### config.mk
export PLATFORM = sky130hd
export DESIGN_NAME = hall_input_conditioner
export DESIGN_NICKNAME = d
export VERILOG_FILES = /design/src/rtl/bldc_pkg.sv /design/src/rtl/hall_glitch_filter.sv /design/src/rtl/hall_input_conditioner.sv
export SDC_FILE = /design/constraint.sdc
export NUM_CORES = 1
export LEC_CHECK = 0
export CAP_MARGIN = 30
export CORE_MARGIN = 1
export CORE_UTILIZATION = 45
export DETAILED_ROUTE_END_ITERATION = 16
export PLACE_DENSITY_LB_ADDON = 0.15
export SYNTH_ARGS = -nofsm -noshare
export SYNTH_HDL_FRONTEND = slang
export SYNTH_SLANG_ARGS = --single-unit
### constraint.sdc
create_clock -name clk -period 4 [get_ports clk]
set_input_delay 0.4 -clock clk [delete_from_list [all_inputs] [get_ports clk]]
set_output_delay 0.4 -clock clk [all_outputs]
set_load 0.01 [all_outputs]
### src/rtl/bldc_pkg.sv
// Shared BLDC hall-sensor definitions: the commutation sequence table,
// the code-to-index lookup and the decode event type.
package bldc_pkg;

  localparam logic [2:0] HALL_ILLEGAL_LO = 3'b000;
  localparam logic [2:0] HALL_ILLEGAL_HI = 3'b111;
  localparam logic [2:0] IDX_INVALID     = 3'd7;

  // Forward commutation order, index 0..5.
  localparam logic [2:0] HALL_SEQ [6] = '{3'b001, 3'b011, 3'b010, 3'b110, 3'b100, 3'b101};

  typedef enum logic [2:0] {
    EV_NONE,
    EV_FWD,
    EV_REV,
    EV_SKIP,
    EV_ILLEGAL,
    EV_RESYNC
  } hall_event_e;

  function automatic logic [2:0] hall_code_to_idx(input logic [2:0] code);
    logic [2:0] idx;
    idx = IDX_INVALID;
    for (int i = 0; i < 6; i++) begin
      if (HALL_SEQ[i] == code) idx = 3'(i);
    end
    return idx;
  endfunction

  function automatic logic [2:0] idx_next(input logic [2:0] idx);
    return (idx == 3'd5) ? 3'd0 : idx + 3'd1;
  endfunction

  function automatic logic [2:0] idx_prev(input logic [2:0] idx);
    return (idx == 3'd0) ? 3'd5 : idx - 3'd1;
  endfunction

endpackage

### src/rtl/hall_glitch_filter.sv
// Two-flop synchroniser plus stability filter for the three hall lines.
// accept_o is combinational so the decoder can update on the same edge as hall_o.
module hall_glitch_filter #(
  parameter int unsigned FILTER_CYCLES = 16
) (
  input  logic       clk,
  input  logic       rst,
  input  logic [2:0] hall_i,
  output logic [2:0] hall_o,
  output logic [2:0] cand_o,
  output logic       accept_o
);

  localparam logic [7:0] CNT_MAX = 8'(FILTER_CYCLES - 1);

  logic [2:0] sync1_q, sync2_q, cand_q, hall_q;
  logic [7:0] cnt_q;

  assign accept_o = (cnt_q == CNT_MAX) && (cand_q != hall_q);
  assign hall_o   = hall_q;
  assign cand_o   = cand_q;

  always_ff @(posedge clk or posedge rst) begin
    if (rst) begin
      sync1_q <= 3'b111;
      sync2_q <= 3'b111;
      cand_q  <= 3'b111;
      cnt_q   <= 8'd0;
      hall_q  <= 3'b111;
    end else begin
      // NOTE: all state here is updated with non-blocking assignments so each
      // flop samples the pre-edge value of its neighbour, as real flops do.
      sync1_q <= hall_i;
      sync2_q <= sync1_q;
      if (sync2_q != cand_q) begin
        cand_q <= sync2_q;
        cnt_q  <= 8'd0;
      end else if (cnt_q < CNT_MAX) begin
        cnt_q <= cnt_q + 8'd1;
      end
      if (accept_o) hall_q <= cand_q;
    end
  end

endmodule

### src/rtl/hall_input_conditioner.sv
// Hall input conditioner: filter, 6-step decode, step count, error count and
// commutation period. Period logic is built only with HALL_PERIOD_MEASURE_EN defined.
module hall_input_conditioner
  import bldc_pkg::*;
#(
  parameter int FILTER_CYCLES = 16,
  parameter int COUNT_WIDTH   = 16,
  parameter int PERIOD_WIDTH  = 20,
  parameter int ERR_WIDTH     = 8
) (
  input  logic                    clk,
  input  logic                    rst,
  input  logic [2:0]              hall,
  output logic [2:0]              hall_out,
  output logic                    step,
  output logic                    dir,
  output logic [COUNT_WIDTH-1:0]  count,
  output logic                    seq_err,
  output logic [ERR_WIDTH-1:0]    err_count,
  output logic [PERIOD_WIDTH-1:0] period,
  output logic                    period_valid,
  output logic                    stalled
);

  localparam logic [COUNT_WIDTH-1:0] CNT_ONE = COUNT_WIDTH'(1);
  localparam logic [ERR_WIDTH-1:0]   ERR_ONE = ERR_WIDTH'(1);

  logic [2:0]       cand, new_idx, prev_idx_q;
  logic             accept, is_step, fwd;
  hall_event_e      ev;

  logic             step_q, dir_q, seq_err_q;
  logic [COUNT_WIDTH-1:0] count_q, count_d;
  logic [ERR_WIDTH-1:0]   err_q;

  hall_glitch_filter #(.FILTER_CYCLES(FILTER_CYCLES)) u_filter (
    .clk      (clk),
    .rst      (rst),
    .hall_i   (hall),
    .hall_o   (hall_out),
    .cand_o   (cand),
    .accept_o (accept)
  );

  always_comb begin
    // NOTE: defaults first, so every path assigns every output and no latch is inferred.
    new_idx = hall_code_to_idx(cand);
    ev      = EV_NONE;
    if (accept) begin
      if (new_idx == IDX_INVALID)                ev = EV_ILLEGAL;
      else if (prev_idx_q == IDX_INVALID)        ev = EV_RESYNC;
      else if (new_idx == idx_next(prev_idx_q))  ev = EV_FWD;
      else if (new_idx == idx_prev(prev_idx_q))  ev = EV_REV;
      else                                       ev = EV_SKIP;
    end
  end

  assign is_step = (ev == EV_FWD) || (ev == EV_REV);
  assign fwd     = (ev == EV_FWD);
  assign count_d = fwd ? count_q + CNT_ONE : count_q - CNT_ONE;

  always_ff @(posedge clk or posedge rst) begin
    if (rst) begin
      prev_idx_q <= IDX_INVALID;
      step_q     <= 1'b0;
      dir_q      <= 1'b0;
      seq_err_q  <= 1'b0;
      count_q    <= '0;
      err_q      <= '0;
    end else begin
      step_q    <= is_step;
      seq_err_q <= (ev == EV_SKIP) || (ev == EV_ILLEGAL);
      // An illegal code maps to IDX_INVALID, which marks the history untrusted.
      if (accept) prev_idx_q <= new_idx;
      if (is_step) begin
        dir_q   <= fwd;
        count_q <= count_d;
      end
      if (seq_err_q && (err_q != '1)) err_q <= err_q + ERR_ONE;
    end
  end

  assign step      = step_q;
  assign dir       = dir_q;
  assign seq_err   = seq_err_q;
  assign count     = count_q;
  assign err_count = err_q;

`ifdef HALL_PERIOD_MEASURE_EN
  logic [PERIOD_WIDTH-1:0] pcnt_q, period_q;
  logic                    period_valid_q;

  always_ff @(posedge clk or posedge rst) begin
    if (rst) begin
      pcnt_q         <= '1;
      period_q       <= '1;
      period_valid_q <= 1'b0;
    end else begin
      period_valid_q <= 1'b0;
      if (is_step) begin
        pcnt_q <= PERIOD_WIDTH'(1);
        // Only a same-direction step after an unsaturated interval is a real period.
        if ((fwd == dir_q) && !stalled) begin
          period_q       <= pcnt_q;
          period_valid_q <= 1'b1;
        end else begin
          period_q <= '1;
        end
      end else if (pcnt_q != '1) begin
        pcnt_q <= pcnt_q + PERIOD_WIDTH'(1);
      end
    end
  end

  assign period       = period_q;
  assign period_valid = period_valid_q;
  assign stalled      = &pcnt_q;
`else
  assign period       = '1;
  assign period_valid = 1'b0;
  assign stalled      = 1'b0;
`endif

endmodule

==> results of run 1 <==
[flip-flops by register name (all words and copies together), names as in the netlist]
register	count
count	16
err_count	8
u_filter.cnt_q	8
prev_idx_q	3
u_filter.cand_o	3
u_filter.hall_o	3
u_filter.sync1_q	3
u_filter.sync2_q	3
dir	1
seq_err	1
step	1
[power groups by stage]
stage / Clock, mW / Combinational (mW) / Sequential (mW)
global route: 0.388 / 0.0561 / 0.526
detailed placement: 0 / 0.0491 / 0.534
floorplan: 0 / 0.0576 / 0.527
global placement: 0 / 0.0465 / 0.533
finish: 0.355 / 0.0485 / 0.524
CTS: 0.372 / 0.0492 / 0.524
[cell type report]
type / instances / area [um2] / area share
clock buffers: 6 / 72.6 / 0.0196
clock inverters: 2 / 37.5 / 0.0102
inverters: 13 / 48.8 / 0.0132
multi-input cells: 232 / 1720 / 0.466
flip-flops and latches: 50 / 1270 / 0.344
well taps: 96 / 120 / 0.0325
repair buffers: 42 / 425 / 0.115
[cell families (layout without fill, tap and decap cells)]
logic type               count (synthesis)  count (layout)
XOR/XNOR                                29              29
multiplexers                            18              18
AND/OR/NAND/NOR                         82              82
AO/OA/AOI/OAI                           63              63
buffers and inverters                   49              63
adder cells (fa/ha/maj)                 18              18
other                                    2              22
flip-flops                              50              50
[how the worst max path moves through the flow]
stage / startpoint / to / slack [ns] / cells past startpoint
final: prev_idx_q[0]$_DFFE_PP1P_ / count[13]$_DFFE_PP0P_ / 0.25 / 16
after global routing: prev_idx_q[0]$_DFFE_PP1P_ / count[13]$_DFFE_PP0P_ / 0.006 / 16
after CTS: prev_idx_q[0]$_DFFE_PP1P_ / count[13]$_DFFE_PP0P_ / 0.09 / 15
after detailed placement: prev_idx_q[0]$_DFFE_PP1P_ / count[13]$_DFFE_PP0P_ / 0.1 / 15
after global placement: prev_idx_q[0]$_DFFE_PP1P_ / count[13]$_DFFE_PP0P_ / 0.21 / 15
after floorplan: prev_idx_q[1]$_DFFE_PP1P_ / count[13]$_DFFE_PP0P_ / 0.01 / 16
[repair_timing]
| item | in CTS | in global routing |
|---|---|---|
| endpoints found under the setup margin | 0 | 8 |
| gates resized for setup | 0 | 7 |
| buffers inserted | 0 | 1 |
[metrics by stage]
step / worst slack, ns / instances
after floorplan: 0.0132 / 331
after global placement: 0.213 / 431
after detailed placement: 0.0978 / 432
after CTS: 0.0901 / 440
after global routing: 0.00604 / 441
final: 0.248 / 441
[worst max-delay path: stages, from the launching register on]
cell      delay [ns]
dfstp_2         0.53
and2_1          0.12
ha_1            0.28
or3_1           0.33
a21oi_1         0.15
a311oi_1        0.06
a21oi_2         0.26
nand2_4         0.11
buf_12          0.15
ha_4            0.22
a21o_1          0.17
a221o_1         0.39
a31oi_2         0.20
o21ai_2         0.12
o31ai_2         0.20
xnor2_1         0.09
mux2_2          0.26
[layout by cell type, fill, tap and decap left out, types with 9 or more instances in the layout]
master,Yosys,routed
conb_1,2,22
inv_1,13,12
nand3_1,9,9
nand2_1,16,15
mux2_2,11,11
ha_1,17,15
xnor2_1,18,18
clkdlybuf4s50_1,0,34
a21oi_1,22,22
nor2_1,11,11
xor2_1,10,10
dfstp_2,15,15
dfrtp_1,35,35
o21ai_0,12,12
[per-layer routing]
layer / track usage / part of all wire / vias up
met2: 0.273 / 0.48 / 31
met3: 0.0289 / 0.024 / 4
met4: 0.0500 / 0.0049 / 0
met5: 0 / 0 / -
li1: - / - / 1102
met1: 0.240 / 0.49 / 1054
==> out/results.txt, run 1 <==
Ports: 57
reg-to-reg startpoint: prev_idx_q[0]$_DFFE_PP1P_
Yosys cell types: 56
clk root buf: clkbuf_8
status: complete, no violations
Worst Clk Skew: 0.00530 ns
DR WL/cell: 13.4 um
# clock sinks: 50
row count: 30
clk_lat worst skew: 0.30 ns
I/O Buffers: 34
initial antenna violation count: 0
Initial Utilization: 0.466
Hold Path Stages: 0
deepest clock path buffer count: 2
Slew Limit Fails: 0
count leader, synth: dfrtp_1
setup TNS: 0 ns
Ys Warns: 0
RSZ-0062 raised after global routing: false
FF-to-FF path depth: 16
Hold Violations, Final: 0
final instance area: 3690 um2
Synth top area share: 0.275
flop2flop setup slack: 0.25 ns
sequential share of power: 0.565
simple-gate portion of the synthesized area: 0.150
post-synthesis cell area: 3180 um2
Finished Core Util: 0.541
ys async rst share: 1.00
critical path fanouts, max: 7
most used flip-flop cell after synthesis: dfrtp_1
sw frac: 0.225
critical path data required time: 4.19 ns
mux cell area share after synthesis: 0.0672
Design Power: 0.927 mW
Final min period: 3.75 ns
HP Class: reg2reg
layout cell share with drive strength beyond 1: 0.174
Gate power share: 0.052
Adder-Cell Fraction of Synth Area: 0.0731
vias: 2191
Psw: 0.209 mW
Area after DPL: 3520 um2
crit start category: flip-flop
xor and xnor area share after synthesis: 0.0821
Vert. Die Dim: 86.1 um
largest net degree at the start of global routing: 34
achievable clock frequency: 0.267 GHz
fin crit share: 0.938
Vias/cell: 4.97
min-delay src: u_filter.sync1_q[0]$_DFF_PP1_
Post-synth EDFFs: 0
post-synthesis register bit count: 50
Final nets: 367
post-route ant nets: 0
Inserted Clock Buffers: 5
gr ovfl total: 0
die width: 86.1 um
Clock H-tree levels: 2
number of max-cap violations: 0
arrival time at the worst endpoint: 3.94 ns
vias in the first global route: 2096
crit path kind: reg2reg
final WL: 5910 um
ANT cells: 0
endpoints failing setup: 0
GPL Wtd Cong: 0.881
worst r2r dst: count[13]$_DFFE_PP0P_
fillers: 648
worst hold margin: 0.359 ns
Mean Syn Cell Area: 10.2 um2
clock slew at the register clock pins of the worst setup and hold paths: 0.09 ns
area of the die: 7420 um2
Pwr Density: 251 nW/um2
first-pass GRT wire length: 10100 um
largest family of logic cells by synthesized area: simple AND/OR/NAND/NOR gates
compound-gate portion of the synthesized area: 0.128
VDD IR max: 0.127 mV
Pre-antenna DRT Iters: 4
CP endpoint kind: flip-flop
Tot GR Track Use: 0.171
Iter 0 DRT Violations: 128
top post-synthesis cells by count: dfrtp_1 (35), buf_4 (23), a21oi_1 (22), xnor2_1 (18), ha_1 (17)
top cells by area, synth: dfrtp_1 (28%), dfstp_2 (12%), ha_1 (6.7%), buf_4 (5.4%), xnor2_1 (5.0%)
synth-to-layout area growth: 16.0%
Core ar.: 6830 um2
synthesized instance count: 311
largest area contributor in the netlist: dfrtp_1
Internal Power: 0.718 mW
number of hold buffers added after cts: 0
CTS tree: yes
Clk pwr share: 0.382
DP HPWL: 4360 um
Hold EP: u_filter.sync2_q[0]$_DFF_PP1_
share of the yosys chip area belonging to registers: 0.399
DRC violations left: 0
leak pwr: 1.66 nW
No activity file was read; power rests on OpenSTA's default activity.
==> run 2, diff against run 1 <==
Settings changed: CORE_ASPECT_RATIO set to 0.5.
Clock period 4 ns to 3.78 ns, I/O delays scaled along.
==> run 2 against run 1 <==
Clock power up 37%. Wire length rose by 7.4%. Cell count rose by 0.91%. Highest routed layer unchanged.
==> out/results.txt, run 2 (synthesis results as in run 1) <==
status: complete, no violations
largest net degree at the start of global routing: 28
clock slew at the register clock pins of the worst setup and hold paths: 0.07 ns
most common cell after layout, fill and taps aside: dfrtp_1
deepest clock path buffer count: 2
Finished Core Util: 0.568
Pwr Density: 285 nW/um2
placed cells: 431
Clock H-tree levels: 2
leak pwr: 1.73 nW
Internal Power: 0.851 mW
crit path kind: reg2reg
gr ovfl total: 0
CP endpoint kind: flip-flop
Final min period: 3.61 ns
Iter 0 DRT Violations: 93
row count: 21
post-route ant nets: 0
most frequent cells in the layout: dfrtp_1 (35), clkdlybuf4s50_1 (34), a21oi_1 (22), conb_1 (22), xnor2_1 (18)
CTS tree: yes
I/O Buffers: 34
crit start category: flip-flop
Worst Clk Skew: 0.00310 ns
final WL: 6350 um
Rel. slew slack: 0.502
# clock sinks: 50
Initial Utilization: 0.472
area of the die: 7440 um2
GPL Wtd Cong: 0.849
Core ar.: 6750 um2
first-pass GRT wire length: 10500 um
arrival time at the worst endpoint: 3.83 ns
sw frac: 0.221
fin crit share: 0.956
number of hold buffers added after cts: 0
ANT cells: 0
Vert. Die Dim: 61.5 um
synth-to-layout area growth: 20.4%
vias in the first global route: 2228
max reg flops: 16
HP Class: reg2reg
RSZ-0062 raised after global routing: false
setup TNS: 0 ns
Vias/cell: 5.14
Tot GR Track Use: 0.182
vias: 2288
initial antenna violation count: 0
Pre-antenna DRT Iters: 4
clk_lat worst skew: 0.29 ns
die width: 121 um
Hold Violations, Final: 0
Ports: 57
layout cell share with drive strength beyond 1: 0.204
sequential share of power: 0.508
critical path fanouts, max: 8
Final nets: 375
Gate power share: 0.049
VDD IR max: 0.199 mV
Slew Limit Fails: 0
clk root buf: clkbuf_16
Clk pwr share: 0.444
achievable clock frequency: 0.277 GHz
DP HPWL: 4460 um
critical path data required time: 3.99 ns
number of max-cap violations: 0
worst hold margin: 0.356 ns
Cell Count, Final, Fillers Out: 445
DR WL/cell: 14.3 um
worst slew pin tran: 0.748 ns
DRC violations left: 0
endpoints failing setup: 0
Psw: 0.242 mW
Inserted Clock Buffers: 5
==> run 2: final cells by class <==
type                       instances  area, um2
multi-input combinational        232       1760
inverter                          13       48.8
fill                             581       2920
tap                               92        115
clock buffer                       7        154
timing repair buffer              50        473
clock inverter                     1       8.76
sequential                        50       1270
==> run 2: path summary, 6_finish.rpt <==
kind                       slack (ns)                          start                              to  depth (start not counted)
max                              0.17      prev_idx_q[0]$_DFFE_PP1P_           count[15]$_DFFE_PP0P_                         15
min                              0.36  u_filter.sync1_q[0]$_DFF_PP1_   u_filter.sync2_q[0]$_DFF_PP1_                          0
max reg2reg                      0.17      prev_idx_q[0]$_DFFE_PP1P_           count[15]$_DFFE_PP0P_                         15
min reg2reg                      0.36  u_filter.sync1_q[0]$_DFF_PP1_   u_filter.sync2_q[0]$_DFF_PP1_                          0
max in group asynchronous        2.72                            rst  u_filter.hall_o[0]$_DFFE_PP1P_                          3
min in group asynchronous        0.46                            rst        err_count[0]$_DFFE_PP0P_                          2
==> run 2: timing repair <==
item / 4_1_cts / 5_1_grt
buffers inserted: 0 / 6
endpoints found under the setup margin: 0 / 6
gates resized for setup: 0 / 8
==> run 2: routing by layer <==
layer,share of wire,vias to the layer above,track usage
li1,-,1123,-
met4,0.0087,0,0.0423
met2,0.47,54,0.311
met3,0.038,7,0.0398
met5,0,-,0
met1,0.48,1104,0.243
==> run 2: per-stage QoR <==
stage | setup WS [ns] | power [mW] | instance area, um2
global route | 0.0127 | 1.15 | 3830
floorplan | 0.0512 | 0.620 | 3300
CTS | 0.0190 | 1.11 | 3740
detailed placement | 0.0278 | 0.618 | 3580
finish | 0.165 | 1.09 | 3830
global placement | 0.165 | 0.614 | 3560
==> run 2: worst max-delay path, cell delays in order, from the launching register on <==
cell	delay, ns
dfstp_2	0.54
and2_4	0.15
ha_4	0.21
or3_1	0.30
a21oi_1	0.14
a311oi_1	0.07
a21oi_2	0.22
nand2_4	0.15
ha_4	0.28
and3_4	0.19
a221o_1	0.35
a31oi_2	0.23
o21ai_2	0.12
a31oi_1	0.21
mux2i_1	0.23
xnor2_1	0.14
==> run 2: power groups by stage <==
stage,Sequential (mW),Combinational (mW),Clock (mW)
final,0.555,0.0530,0.485
after global placement,0.564,0.0499,0
after floorplan,0.558,0.0614,0
after global routing,0.556,0.0609,0.529
after CTS,0.555,0.0538,0.504
after detailed placement,0.565,0.0537,0
